===== src/rtl/pipeline_hazard_ctrl.sv =====
// Front-end hazard sequencer: stall/flush control for PC, IF/ID and ID/EX.
// Optional perf counters built when HAZARD_PERF_CNT_EN is defined.
module pipeline_hazard_ctrl #(
    parameter int LOAD_USE_BUBBLES = 1,
    parameter int FLUSH_CYCLES     = 1,
    parameter int CNT_W            = 32
) (
    input  logic             clk,
    input  logic             reset,
    input  logic             id_valid,
    input  logic [4:0]       id_rs1,
    input  logic [4:0]       id_rs2,
    input  logic             id_uses_rs1,
    input  logic             id_uses_rs2,
    input  logic             ex_valid,
    input  logic [4:0]       ex_rd,
    input  logic             ex_mem_read,
    input  logic             ex_redirect,
    input  logic             dmem_busy,
    output logic             pc_stall,
    output logic             if_id_stall,
    output logic             if_id_flush,
    output logic             id_ex_stall,
    output logic             id_ex_flush,
    output logic             pc_redirect,
    output logic [1:0]       state_o,
    output logic [CNT_W-1:0] stall_cycles,
    output logic [CNT_W-1:0] flush_events
);

    typedef enum logic [1:0] {
        RUN       = 2'd0,
        MEM_WAIT  = 2'd1,
        LU_BUBBLE = 2'd2,
        REDIRECT  = 2'd3
    } state_t;

    state_t     state, state_nxt;
    logic [2:0] cnt, cnt_nxt;
    logic       lu, rd, rd_acc;

    assign lu = ex_valid && ex_mem_read && (ex_rd != 5'd0) && id_valid &&
                ((id_uses_rs1 && id_rs1 == ex_rd) ||
                 (id_uses_rs2 && id_rs2 == ex_rd));
    assign rd      = ex_valid && ex_redirect;
    assign rd_acc  = !reset && !dmem_busy && rd;
    assign state_o = state;

    // State and countdown register
    always_ff @(posedge clk or posedge reset) begin
        if (reset) begin
            state <= RUN;
            cnt   <= 3'd0;
        end else begin
            state <= state_nxt;
            cnt   <= cnt_nxt;
        end
    end

    // Next state: busy > redirect > countdown states > load-use
    always_comb begin
        state_nxt = state;
        cnt_nxt   = cnt;
        if (dmem_busy) begin
            state_nxt = MEM_WAIT;
        end else if (rd) begin
            if (FLUSH_CYCLES > 1) begin
                state_nxt = REDIRECT;
                cnt_nxt   = 3'(FLUSH_CYCLES - 1);
            end else begin
                state_nxt = RUN;
            end
        end else if (state == REDIRECT || state == LU_BUBBLE) begin
            cnt_nxt = cnt - 3'd1;
            if (cnt <= 3'd1)
                state_nxt = RUN;
        end else if (lu && LOAD_USE_BUBBLES > 1) begin
            state_nxt = LU_BUBBLE;
            cnt_nxt   = 3'(LOAD_USE_BUBBLES - 1);
        end else begin
            state_nxt = RUN;
        end
    end

    // Mealy control outputs; flush always wins over stall on a register
    always_comb begin
        pc_stall    = 1'b0;
        if_id_stall = 1'b0;
        if_id_flush = 1'b0;
        id_ex_stall = 1'b0;
        id_ex_flush = 1'b0;
        pc_redirect = 1'b0;
        if (reset) begin
            pc_stall = 1'b0;
        end else if (dmem_busy) begin
            pc_stall    = 1'b1;
            if_id_stall = 1'b1;
            id_ex_stall = 1'b1;
        end else if (rd) begin
            pc_redirect = 1'b1;
            if_id_flush = 1'b1;
            id_ex_flush = 1'b1;
        end else if (state == REDIRECT) begin
            if_id_flush = 1'b1;
        end else if (state == LU_BUBBLE || lu) begin
            pc_stall    = 1'b1;
            if_id_stall = 1'b1;
            id_ex_flush = 1'b1;
        end
    end

`ifdef HAZARD_PERF_CNT_EN
    // Saturating performance counters
    always_ff @(posedge clk or posedge reset) begin
        if (reset) begin
            stall_cycles <= '0;
            flush_events <= '0;
        end else begin
            if (pc_stall && stall_cycles != '1)
                stall_cycles <= stall_cycles + CNT_W'(1);
            if (rd_acc && flush_events != '1)
                flush_events <= flush_events + CNT_W'(1);
        end
    end
`else
    logic unused_rd_acc;
    assign unused_rd_acc = rd_acc;
    assign stall_cycles  = '0;
    assign flush_events  = '0;
`endif

endmodule


===== config.mk =====
export PLATFORM = sky130hd
export DESIGN_NAME = pipeline_hazard_ctrl
export DESIGN_NICKNAME = d
export VERILOG_FILES = /design/src/rtl/pipeline_hazard_ctrl.sv
export SDC_FILE = /design/constraint.sdc
export NUM_CORES = 1
export LEC_CHECK = 0
export ABC_AREA = 1
export CAP_MARGIN = 20
export CORE_MARGIN = 3
export CORE_UTILIZATION = 27
export CTS_BUF_LIST = sky130_fd_sc_hd__clkbuf_16
export DETAILED_ROUTE_END_ITERATION = 8
export PLACE_DENSITY = 0.81
export SLEW_MARGIN = 0
export SYNTH_ARGS = -nofsm -noshare
export SYNTH_HDL_FRONTEND = slang
export SYNTH_SLANG_ARGS = --single-unit

===== constraint.sdc =====
create_clock -name clk -period 1.3 [get_ports clk]
set_input_delay 0.26 -clock clk [delete_from_list [all_inputs] [get_ports clk]]
set_output_delay 0.26 -clock clk [all_outputs]
set_load 0.01 [all_outputs]

# Word level (Yosys, flattened, before mapping)
# Cells that the tools add are included.
classes:
  bitwise: 2
  n_addsub: 1
  muxes: 21
  n_eq_ne: 5
  n_reduce_logical: 12
  magnitude_cmp: 1
ops:
  columns: ["operator", "n"]
  rows:
  - ["1-bit 2-to-1 mux", 17]
  - ["5-bit == test", 2]
  - ["2-bit 2-to-1 mux", 4]
  - ["1-bit logical AND", 7]
  - ["5-bit nonzero test", 1]
  - ["2-bit == test (second input constant)", 2]
  - ["4-bit by 3-bit != test with 1-bit output (second input constant)", 1]
  - ["3-bit by 1-bit less-or-equal comparator with 1-bit output (second input constant)", 1]
  - ["1-bit logical OR", 3]
  - ["3-bit AND reduction", 1]
  - ["3-bit by 1-bit subtractor with 3-bit output (second input constant)", 1]
  - ["1-bit NOT", 2]
totals:
  reg_bits: 5

# Longest topological paths before layout
# Gate-level depths: netlist of run 1.
logic_depth:
  depth_word: 10
  ltp_mapped: 9
  ltp_nobuf: 8

# Worst setup path before layout of run 1
# OpenSTA, ideal clock, no wires.
synth_timing:
  kind: "input to output"
  from: "input ex_rd[2]"
  to: "output pc_stall"
  stages: 9
  arrival_ns: 0.920
  path_slack_ns: 0.120
  n_path_buf: 1
  cell_sequence: "inv_1 > nand2_1 > nand2_1 > nor2_1 > nand3_1 > nand2_1 > nand3_1 > nand2_1 > buf_4"
synth_between:
  elab_chain_len: 10
  word_cells_on_any_way: 15
  classes_between: "eq/ne: 2; mux: 5; reduce/logical: 8"
synth_rtl:
  columns: ["item", "line", "text"]
  rows:
  - ["start, declared", "16", "input logic [4:0] ex_rd,"]
  - ["5-bit == test (tied with other cells)", "43", "((id_uses_rs1 && id_rs1 == ex_rd) ||"]
  - ["1-bit logical AND, on equally long branches", "43, 42, 44", null]
  - ["1-bit logical OR / 1-bit logical AND (equally long branches)", "43, 42", null]
  - ["1-bit logical AND (*)", "42", "assign lu = ex_valid && ex_mem_read && (ex_rd != 5'd0) && id_valid &&"]
  - ["1-bit logical OR (*)", "105", "end else if (state == LU_BUBBLE || lu) begin"]
  - ["1-bit 2-to-1 mux (*) (5 in series)", null, null]
  - ["end, declared", "20", "output logic pc_stall,"]
# Every way passes the cells marked *; elsewhere a longest branch is shown, timed or not.

# Worst setup path in the final report of run 1
layout_timing:
  from: "input id_valid"
  to: "output pc_stall"
layout_between:
  elab_chain_len: 8
layout_rtl:
  columns: ["item", "line", "text"]
  rows:
  - ["start, declared", "10", "input logic id_valid,"]
  - ["1-bit logical AND (2 in series)", "42", null]
  - ["1-bit logical OR", "105", null]
  - ["1-bit 2-to-1 mux", "105", null]
  - ["1-bit 2-to-1 mux", "103", "end else if (state == REDIRECT) begin"]
  - ["1-bit 2-to-1 mux", "99", "end else if (rd) begin"]
  - ["1-bit 2-to-1 mux", "95", "end else if (dmem_busy) begin"]
  - ["1-bit 2-to-1 mux", "93", "if (reset) begin"]
# Every way passes these cells.

==> results by group, run 1 <==
Status
  • Status: finished, violations left
  • Violated checks: setup timing

Final layout
  • Syn-to-layout area delta: 14.8%
  • Final Non-Filler Cells: 203
  • Final core occ: 0.333
  • Most common cell after layout, fill and taps aside: conb_1
  • Commonest non-fill, non-tap cells in the layout: conb_1 (65), nand2_1 (28), inv_1 (13), buf_6 (12), nor2_1 (9)
  • Inserted Diodes: 0
  • Filler Cell Count: 319
  • Layout cells sized above 1: 0.262
  • Final net count: 198
  • Post-route cell area: 933 um^2
  • Largest register FFs: 1

Power and ir drop
  • P_leak: 0.642 nW
  • Clk pwr share: 0
  • Seq pwr share: 0.113
  • Total Power: 297 uW
  • Combinational power share: 0.887
  • Switching Power: 167 uW
  • Pint: 131 uW
  • Peak supply drop: 0.0000879 V
  • Power per cell area: 319 nW/um^2
  • Sw Ratio: 0.560

STA
  • Hold slack: 0.300 ns
  • Worst Slack Setup Final: -0.0171 ns
  • Final period util: 1.01
  • Final hold violation count: 0
  • Tmin final: 1.32 ns
  • Max Freq: 759 MHz
  • Endpoints failing setup: 2
  • Max-slew violation count: 0
  • RSZ-0062 raised after global routing: true

Synthesis
  • Synth Warn #: 0
  • Yosys cell types: 9
  • Synthesized area: 813 um^2
  • Mapped Cells: 141
  • Yosys reg bits: 1
  • Sequential share of the synthesized area: 0.0308
  • Largest cells by area after synthesis: buf_4 (62%), nand2_1 (16%), inv_1 (7.8%)
  • Post-synth top area share: 0.618
  • Synth area leader: buf_4
  • Mean Syn Cell Area: 5.77 um^2

Placed design
  • GP Congestion: 0.782
  • Post-DP Area: 920 um^2
  • Placed Cells: 203
  • I/O Buffers: 30
  • Post-DP HPWL: 1.38 mm

Global route
  • Gr usage total: 0.0622
  • Initial antenna violation count: 0
  • Vias in the first global route: 457
  • Pin count of the biggest net entering global routing: 5
  • Total grt overflow: 0
  • First-pass GRT wire length: 1.86 mm

Setup path
  • CP max stage cell: dlygate4sd2_1
  • Cells along the critical path: dlygate4sd2_1, nand3_2, o21bai_1, inv_1, nand3_2, nand2_2, buf_6
  • Required time worst endpoint: 1.04 ns
  • Critical-path maximum fanout: 2
  • CP most frequent cell: nand3_2
  • Critical Path End Type: primary output
  • Critical path type: input pin to primary output
  • Critical Path AT: 1.06 ns
  • Crit path largest cell delay: 0.23 ns
  • CP Launch Type: input pin

Routing
  • WL final: 1.59 mm
  • Mean routed wirelength per cell: 7.82 um
  • Drt pass-1 iters: 4
  • Drt drc: 0
  • Via Count: 664
  • Initial DRC Count: 13
  • Routed vias/inst: 3.27
  • Antenna-violating nets left: 0

Floorplan
  • Die height: 60.9 um
  • I/O pin total: 96
  • Die ar.: 3710 um^2
  • Cell Rows: 19
  • Core area: 2810 um^2
  • Starting Density: 0.290
  • Die W: 60.9 um

Clock tree
  • Setup Buffers After CTS: 0
  • CTS clk-pin slew, worst paths: 0 ns
  • Hold_buf cts: 0

Flow run
  • Total of max-cap violations: 0

Worst hold path
  • Worst min path class: input pin to async pin
## cell type report
cell class              instances  area (um^2)  share of cell area
multi-input cells             117          485               0.520
repair buffers                 34          299               0.320
inverters                      20         85.1              0.0912
flip-flops and latches          1         25.0              0.0268
well taps                      31         38.8              0.0416
## through the flow
stage / setup WS, ns / TNS [ns]
after floorplan: 0.120 / 0
after global placement: -0.846 / -4.01
after detailed placement: -0.869 / -4.12
after CTS: -0.00516 / -0.00850
after global routing: -0.0937 / -0.291
final: -0.0171 / -0.0337
## worst max-delay path: cells and delay by family
family	cells	cell delay, ns
AO/OA/AOI/OAI	1	0.15
AND/OR/NAND/NOR	3	0.23
buffers and inverters	3	0.42
## cell families (layout without fill, tap and decap cells)
group           Yosys count  in the layout  share of synthesized area
flops                     1              1                     0.0308
buf+inv                  87             54                      0.711
other cells               1             65                    0.00461
simple gates             51             51                      0.245
compound gates            1              1                    0.00923
## metal layers
metal  track usage  vias to the layer above  part of all wire  routed length [um]
met2         0.124                       49              0.55                 874
met5             0                        -                 0                   0
met1        0.0779                      273              0.31                 487
met3       0.00213                        0              0.14                 226
met4             0                        0                 0                   0
li1              -                      342                 -                   -
## cell usage after synthesis
cell       n
nand2_1   34
nor2_1    11
conb_1     1
inv_1     17
inv_2      3
nand3_1    6
buf_4     67
dfrtp_1    1
o21bai_1   1
## path summary, 6_finish.rpt
path / cells after the start / start / end
min in group clk: 1 / dmem_busy / state_o[0]
min: 2 / reset / state_o[0]
max in group asynchronous: 2 / reset / state_o[0]
max: 7 / id_valid / pc_stall
## power groups by stage
stage	registers [mW]	logic [mW]	clock network, mW
floorplan	0.0346	0.287	0
global placement	0.0336	0.252	0
detailed placement	0.0337	0.254	0
CTS	0.0336	0.238	0
global route	0.0337	0.297	0
finish	0.0336	0.264	0
## timing repair
| item | 4_1_cts | 5_1_grt |
|---|---|---|
| resized for setup | 107 | 23 |
| pin swaps | 27 | 21 |
| setup endpoints to repair | 6 | 5 |
No activity file was read; power rests on OpenSTA's default activity.
==> run 2: changes to the inputs <==
Settings changed: GPL_ROUTABILITY_DRIVEN set to 0.
==> results of run 2 <==
Final layout, timing and power as in run 1 (identical DEF).
